[config.mk]
export PLATFORM = sky130hd
export DESIGN_NAME = bus_arbiter_mux
export DESIGN_NICKNAME = d
export VERILOG_FILES = /design/src/rtl/bus_arbiter_mux.sv
export SDC_FILE = /design/constraint.sdc
export NUM_CORES = 1
export LEC_CHECK = 0
export CAP_MARGIN = 0
export CORE_AREA = 5 5 350 352
export CTS_CLUSTER_SIZE = 12
export DETAILED_ROUTE_END_ITERATION = 6
export DIE_AREA = 0 0 355 357
export GPL_TIMING_DRIVEN = 0
export HOLD_SLACK_MARGIN = 0.02
export SYNTH_ARGS = -nofsm -noshare
export SYNTH_HDL_FRONTEND = slang
export SYNTH_SLANG_ARGS = --single-unit
[constraint.sdc]
create_clock -name clk -period 10.7 [get_ports clk]
set_input_delay 2.675 -clock clk [delete_from_list [all_inputs] [get_ports clk]]
set_output_delay 2.675 -clock clk [all_outputs]
set_load 0.02 [all_outputs]
[src/rtl/bus_arbiter_mux.sv]
`default_nettype none
// ============================================================================
// Module   : bus_arbiter_mux
// Brief    : Registered shared-bus multiplexer driven by per-source request
//            strobes, with fixed-priority / round-robin arbitration and a
//            sticky contention monitor for debug.
// Revision : 1.0 - initial release
// ============================================================================
module bus_arbiter_mux #(
    parameter int DATA_W  = 32,
    parameter int NUM_SRC = 25,
    parameter int SEL_W   = $clog2(NUM_SRC),
    parameter int CNT_W   = 8
) (
    input  logic                      clk,
    input  logic                      clr,
    input  logic [NUM_SRC*DATA_W-1:0] src_data,
    input  logic [NUM_SRC-1:0]        src_req,
    input  logic                      arb_mode,
    input  logic                      cont_clr,
    output logic [DATA_W-1:0]         bus_out,
    output logic                      bus_valid,
    output logic [SEL_W-1:0]          bus_sel,
    output logic [NUM_SRC-1:0]        grant,
    output logic                      contention,
    output logic [CNT_W-1:0]          cont_count
);

    localparam logic [SEL_W-1:0] c_last_idx = SEL_W'(NUM_SRC - 1);
    localparam logic [CNT_W-1:0] c_cnt_max  = '1;

    logic [DATA_W-1:0]  r_bus;
    logic               r_valid;
    logic [SEL_W-1:0]   r_sel;
    logic [NUM_SRC-1:0] r_grant;
    logic               r_cont;
    logic [CNT_W-1:0]   r_cnt;
    logic [SEL_W-1:0]   r_rr_ptr;

    logic [NUM_SRC-1:0] w_rr_mask;
    logic [NUM_SRC-1:0] w_req_hi;
    logic [SEL_W-1:0]   w_fixed_idx;
    logic [SEL_W-1:0]   w_hi_idx;
    logic [SEL_W-1:0]   w_win_idx;
    logic [NUM_SRC-1:0] w_win_onehot;
    logic [DATA_W-1:0]  w_win_data;
    logic               w_any;
    logic               w_multi;

    // Index of the lowest set bit; zero when the vector is empty.
    function automatic logic [SEL_W-1:0] lowest_idx(input logic [NUM_SRC-1:0] v);
        logic [SEL_W-1:0] idx;
        idx = '0;
        for (int i = NUM_SRC - 1; i >= 0; i--) begin
            if (v[i]) begin
                idx = SEL_W'(i);
            end
        end
        return idx;
    endfunction

    // Round robin: requests at or above the pointer take precedence; if none,
    // the search wraps around to the lowest requester overall.
    generate
        for (genvar gi = 0; gi < NUM_SRC; gi++) begin : g_rr_mask
            assign w_rr_mask[gi] = (SEL_W'(gi) >= r_rr_ptr);
        end
    endgenerate

    assign w_req_hi    = src_req & w_rr_mask;
    assign w_fixed_idx = lowest_idx(src_req);
    assign w_hi_idx    = lowest_idx(w_req_hi);
    assign w_any       = |src_req;
    // Clearing the lowest set bit leaves something behind only for 2+ requests.
    assign w_multi     = |(src_req & (src_req - NUM_SRC'(1)));

    always_comb begin
        w_win_idx = w_fixed_idx;
        if (arb_mode && (|w_req_hi)) begin
            w_win_idx = w_hi_idx;
        end
    end

    assign w_win_onehot = NUM_SRC'(1) << w_win_idx;
    assign w_win_data   = src_data[int'(w_win_idx) * DATA_W +: DATA_W];

    always_ff @(posedge clk) begin
        if (clr) begin
            r_bus    <= '0;
            r_valid  <= 1'b0;
            r_sel    <= '0;
            r_grant  <= '0;
            r_rr_ptr <= '0;
        end else if (w_any) begin
            r_bus    <= w_win_data;
            r_valid  <= 1'b1;
            r_sel    <= w_win_idx;
            r_grant  <= w_win_onehot;
            r_rr_ptr <= (w_win_idx == c_last_idx) ? '0 : w_win_idx + SEL_W'(1);
        end else begin
            // Idle bus keeps its last word and source index.
            r_valid  <= 1'b0;
            r_grant  <= '0;
        end
    end

    // A contention event in the same cycle as a clear wins and restarts at 1.
    always_ff @(posedge clk) begin
        if (clr) begin
            r_cont <= 1'b0;
            r_cnt  <= '0;
        end else if (w_multi) begin
            r_cont <= 1'b1;
            if (cont_clr) begin
                r_cnt <= CNT_W'(1);
            end else if (r_cnt != c_cnt_max) begin
                r_cnt <= r_cnt + CNT_W'(1);
            end
        end else if (cont_clr) begin
            r_cont <= 1'b0;
            r_cnt  <= '0;
        end
    end

    assign bus_out    = r_bus;
    assign bus_valid  = r_valid;
    assign bus_sel    = r_sel;
    assign grant      = r_grant;
    assign contention = r_cont;
    assign cont_count = r_cnt;

endmodule
`default_nettype wire
==> results.sh <==
export IMPL_outcome="finished clean"
export IMPL_syn_nets=2628
export IMPL_grt_max_degree=15
export IMPL_slew_headroom_pct=3.83
export IMPL_setup_slack_ns=2.16
export IMPL_r2r_start="r_rr_ptr[4]"
export IMPL_synthSimpleGateAreaFrac_pct=34.0
export IMPL_grt_overflow=0
export IMPL_routed_wl_um=145000
export IMPL_synth_area_um2=11200
export IMPL_muxShareOfSynthArea_pct=10.3
export IMPL_synth_largest_area_cell="nand2_1"
export IMPL_fin_area_um2=22500
export IMPL_crit_slowest_cell="a211oi_1"
export IMPL_finalSetupViolCount=0
export IMPL_drive_above_1_share_pct=5.85
export IMPL_hpwl_um=126000
export IMPL_yosysUniqueCellTypes=76
export IMPL_rrSetupSlack_ns=4.30
export IMPL_cts_root_buf="clkbuf_16"
export IMPL_cts_made_buffers=9
export IMPL_drt_iter0_drc=1774
export IMPL_core_area_um2=119000
export IMPL_switchingPower_mw=2.93
export IMPL_area_delta_synth_final_pct=100
export IMPL_synth_ff_type="dfxtp_1"
export IMPL_ant_nets=0
export IMPL_ys_async_sr_fraction_pct=0
export IMPL_rsz0062_at_grt="false"
export IMPL_synth_cells=1792
export IMPL_crit_arrival_ns=8.84
export IMPL_fillers=13600
export IMPL_max_stage_delay_ns=1.16
export IMPL_grt_pass1_wl_um=181000
export IMPL_synth_fa_ha_area_share_pct=1.05
export IMPL_clock_fmax_mhz=117
export IMPL_regArea_um2=1540
export IMPL_cts_tree="done"
export IMPL_critical_path_top_delay_family="buffers and inverters"
export IMPL_htreeDepth=3
export IMPL_slew_viol_final=0
export IMPL_antenna_found_initial=52
export IMPL_crit_buf_inv=4
export IMPL_internal_power_mw=1.70
export IMPL_post_cts_setup_buffers=0
export IMPL_pwr_share_clk_pct=7.4
export IMPL_synth_seq_cells=77
export IMPL_timing_rr_end="bus_out[9]"
export IMPL_port_buffers=891
export IMPL_finalWorstPathRequiredPeriod_ns=8.54
export IMPL_hold_end="bus_sel[4]"
export IMPL_fin_worst_skew_ns=0.0101
export IMPL_final_nets=3531
export IMPL_insertion_delay_ns=0.37
export IMPL_place_area_um2=22100
export IMPL_drtPass1Iterations=7
export IMPL_yosysSeqAreaShare_pct=13.7
export IMPL_dp_cells=4231
export IMPL_p_leak_nw=8.40
export IMPL_cts_hold_buf=0
export IMPL_track_usage_pct=21.5
export IMPL_clkTransAtPathRegs_ns=0.07
export IMPL_clock_sinks=77
export IMPL_grt_pass1_vias=18800
export IMPL_crit_path_max_fanout=10
export IMPL_worst_setup_path_end_kind="flip-flop"
export IMPL_synth_compound_area_share_pct=32.7
export IMPL_avgViaCountPerCell=4.44
export IMPL_synth_edff_count=0
export IMPL_synth_top_area_share_pct=18.2
export IMPL_period_share_pct=79.8
export IMPL_worstSetupPathType="in2reg"
export IMPL_ios=901
export IMPL_synth_area_leaders="nand2_1 (18%), dfxtp_1 (14%), a21oi_1 (8.6%), mux2i_1 (8.4%), nand3_1 (7.1%)"
export IMPL_seqPwrFrac_pct=9.8
export IMPL_rows=127
export IMPL_synth_top_family_by_area="simple AND/OR/NAND/NOR gates"
export IMPL_crit_chain="clkdlybuf4s50_1 -> nor2b_1 -> and2_1 -> or4_4 -> o41ai_2 -> and2_1 -> buf_4 -> mux2i_4 -> clkbuf_1 -> nor2_1 -> clkbuf_1 -> nand2_1 -> a21oi_1 -> a211oi_1 -> o21a_1"
export IMPL_p_comb_share_pct=82.8
export IMPL_wl_per_cell_um=34.0
export IMPL_die_area_um2=127000
export IMPL_r2r_cells=15
export IMPL_cp_start_kind="input port"
export IMPL_place_ws_ns=1.62
export IMPL_syn_mean_instance_area_um2=6.28
export IMPL_synthXorXnorAreaFrac_pct=0.389
export IMPL_hold_depth=2
export IMPL_cts_resized=0
export IMPL_cts_buffer_depth=2
export IMPL_fp_dieW_um=355
export IMPL_vias=19000
export IMPL_setup_tns_final_ns=0
export IMPL_drv_cap=0
export IMPL_ir_worst_vdd_uv=103
export IMPL_worst_slew_pin_slew_ns=1.44
export IMPL_sw_frac_of_total_pct=63.3
export IMPL_hp_class="reg2reg"
export IMPL_multi_input_area_um2=8850
export IMPL_hp_start="bus_sel[4]"
export IMPL_stdcell_count=4270
export IMPL_start_util_pct=9.45
export IMPL_ys_warnings_count=0
export IMPL_powerDensity_nw_per_um2=206
export IMPL_critPathRequiredTime_ns=11.01
export IMPL_drc=0
export IMPL_finalHoldViolations=0
export IMPL_fp_dieH_um=357
export IMPL_gp_congestion=1.02
==> layer usage <==
metal,vias to the layer above,track usage [%],part of all wire (%)
met5,-,0,0.076
met4,16,6.79,3.4
met3,171,6.47,8.6
met2,1135,35.6,47
met1,9279,26.8,41
li1,8368,-,-
==> stage by stage <==
stage | util (%) | hold WS, ns | power, mW
5_1_grt | 18.9 | 0.476 | 4.85
3_5_place_dp | 18.6 | 0.451 | 4.31
2_1_floorplan | - | 0.535 | 2.08
3_3_place_gp | 18.6 | 0.446 | 4.32
4_1_cts | 18.8 | 0.462 | 4.68
6_report | 18.9 | 0.462 | 4.63
==> power groups by stage <==
stage	sequential (mW)	clock, mW	combinational [mW]
2_1_floorplan	0.478	0	1.60
3_3_place_gp	0.455	0	3.86
3_5_place_dp	0.454	0	3.86
4_1_cts	0.450	0.359	3.87
5_1_grt	0.459	0.370	4.03
6_report	0.452	0.343	3.83
==> synth_stat cells (16+ instances only) <==
cell,number
nand2_1,546
a21oi_1,194
nand3_1,160
mux2i_1,94
nor2_1,89
clkbuf_1,77
dfxtp_1,77
buf_2,62
a221oi_1,55
and3_1,34
a32oi_1,32
a211oi_1,28
o21ai_0,26
a31oi_1,25
a2111oi_2,24
a21o_1,24
o221ai_1,22
o211ai_1,18
inv_1,16
==> kinds of logic after synthesis <==
group / Yosys count
xor+xnor: 5
mux: 104
compound gates: 515
buf+inv: 185
simple gates: 896
flops: 77
fa+ha+maj: 10
==> state kept, by name, summed over array words and instances (netlist names) <==
signal      cells
bus_out        32
grant          25
cont_count      8
bus_sel         5
r_rr_ptr        5
bus_valid       1
contention      1
==> worst reg2reg max path, delay by kind of cell, from the launching register on <==
| kind | cells | cell delay (ns) |
|---|---|---|
| AO/OA/AOI/OAI | 6 | 2.50 |
| buffers and inverters | 4 | 1.89 |
| AND/OR/NAND/NOR | 4 | 1.05 |
| multiplexers | 1 | 0.51 |
| flip-flops | 1 | 0.40 |
==> cell usage in the layout (no fill, tap or decap), types with 4 or more instances in the layout <==
cell / netlist / routed
a2111oi_0: 6 / 6
a2111oi_2: 24 / 24
a211oi_1: 28 / 24
a211oi_2: 0 / 4
a21boi_0: 4 / 4
a21o_1: 24 / 24
a21oi_1: 194 / 194
a221oi_1: 55 / 55
a22o_1: 7 / 7
a31oi_1: 25 / 25
a32oi_1: 32 / 32
and2_1: 7 / 7
and3_1: 34 / 34
buf_1: 6 / 6
buf_2: 62 / 62
buf_4: 14 / 15
buf_6: 7 / 7
clkbuf_1: 77 / 74
clkbuf_16: 0 / 9
clkdlybuf4s50_1: 0 / 891
dfxtp_1: 77 / 77
diode_2: 0 / 22
ha_1: 7 / 7
inv_1: 16 / 16
mux2i_1: 94 / 94
mux4_2: 8 / 8
nand2_1: 546 / 546
nand2b_1: 6 / 6
nand3_1: 160 / 160
nand4_1: 7 / 7
nor2_1: 89 / 88
nor2b_1: 6 / 6
nor3_1: 13 / 13
nor4_1: 9 / 9
o211a_1: 5 / 5
o211ai_1: 18 / 18
o21a_1: 14 / 14
o21ai_0: 26 / 26
o221ai_1: 22 / 22
o31ai_1: 4 / 4
==> worst max path at each step <==
stage	start	endpoint	slack [ns]	depth (start not counted)
6_report	src_req[14]	bus_out[9]	2.16	15
5_1_grt	src_req[12]	bus_out[3]	1.92	15
4_1_cts	src_req[12]	bus_out[0]	2.03	15
3_5_place_dp	src_req[12]	bus_out[0]	1.62	15
3_3_place_gp	src_req[12]	bus_out[19]	1.21	15
2_1_floorplan	src_req[12]	r_rr_ptr[2]	4.84	13
==> final cells by class <==
cell class | instances | share of cell area (%)
Clock buffer | 10 | 1.06
Inverter | 19 | 0.322
Timing Repair Buffer | 892 | 39.7
Tap cell | 1548 | 8.61
Buffer | 166 | 3.60
Multi-Input combinational cell | 1530 | 39.3
Clock inverter | 6 | 0.317
Antenna cell | 22 | 0.245
Sequential cell | 77 | 6.85
(Power assumes the default switching activity.)
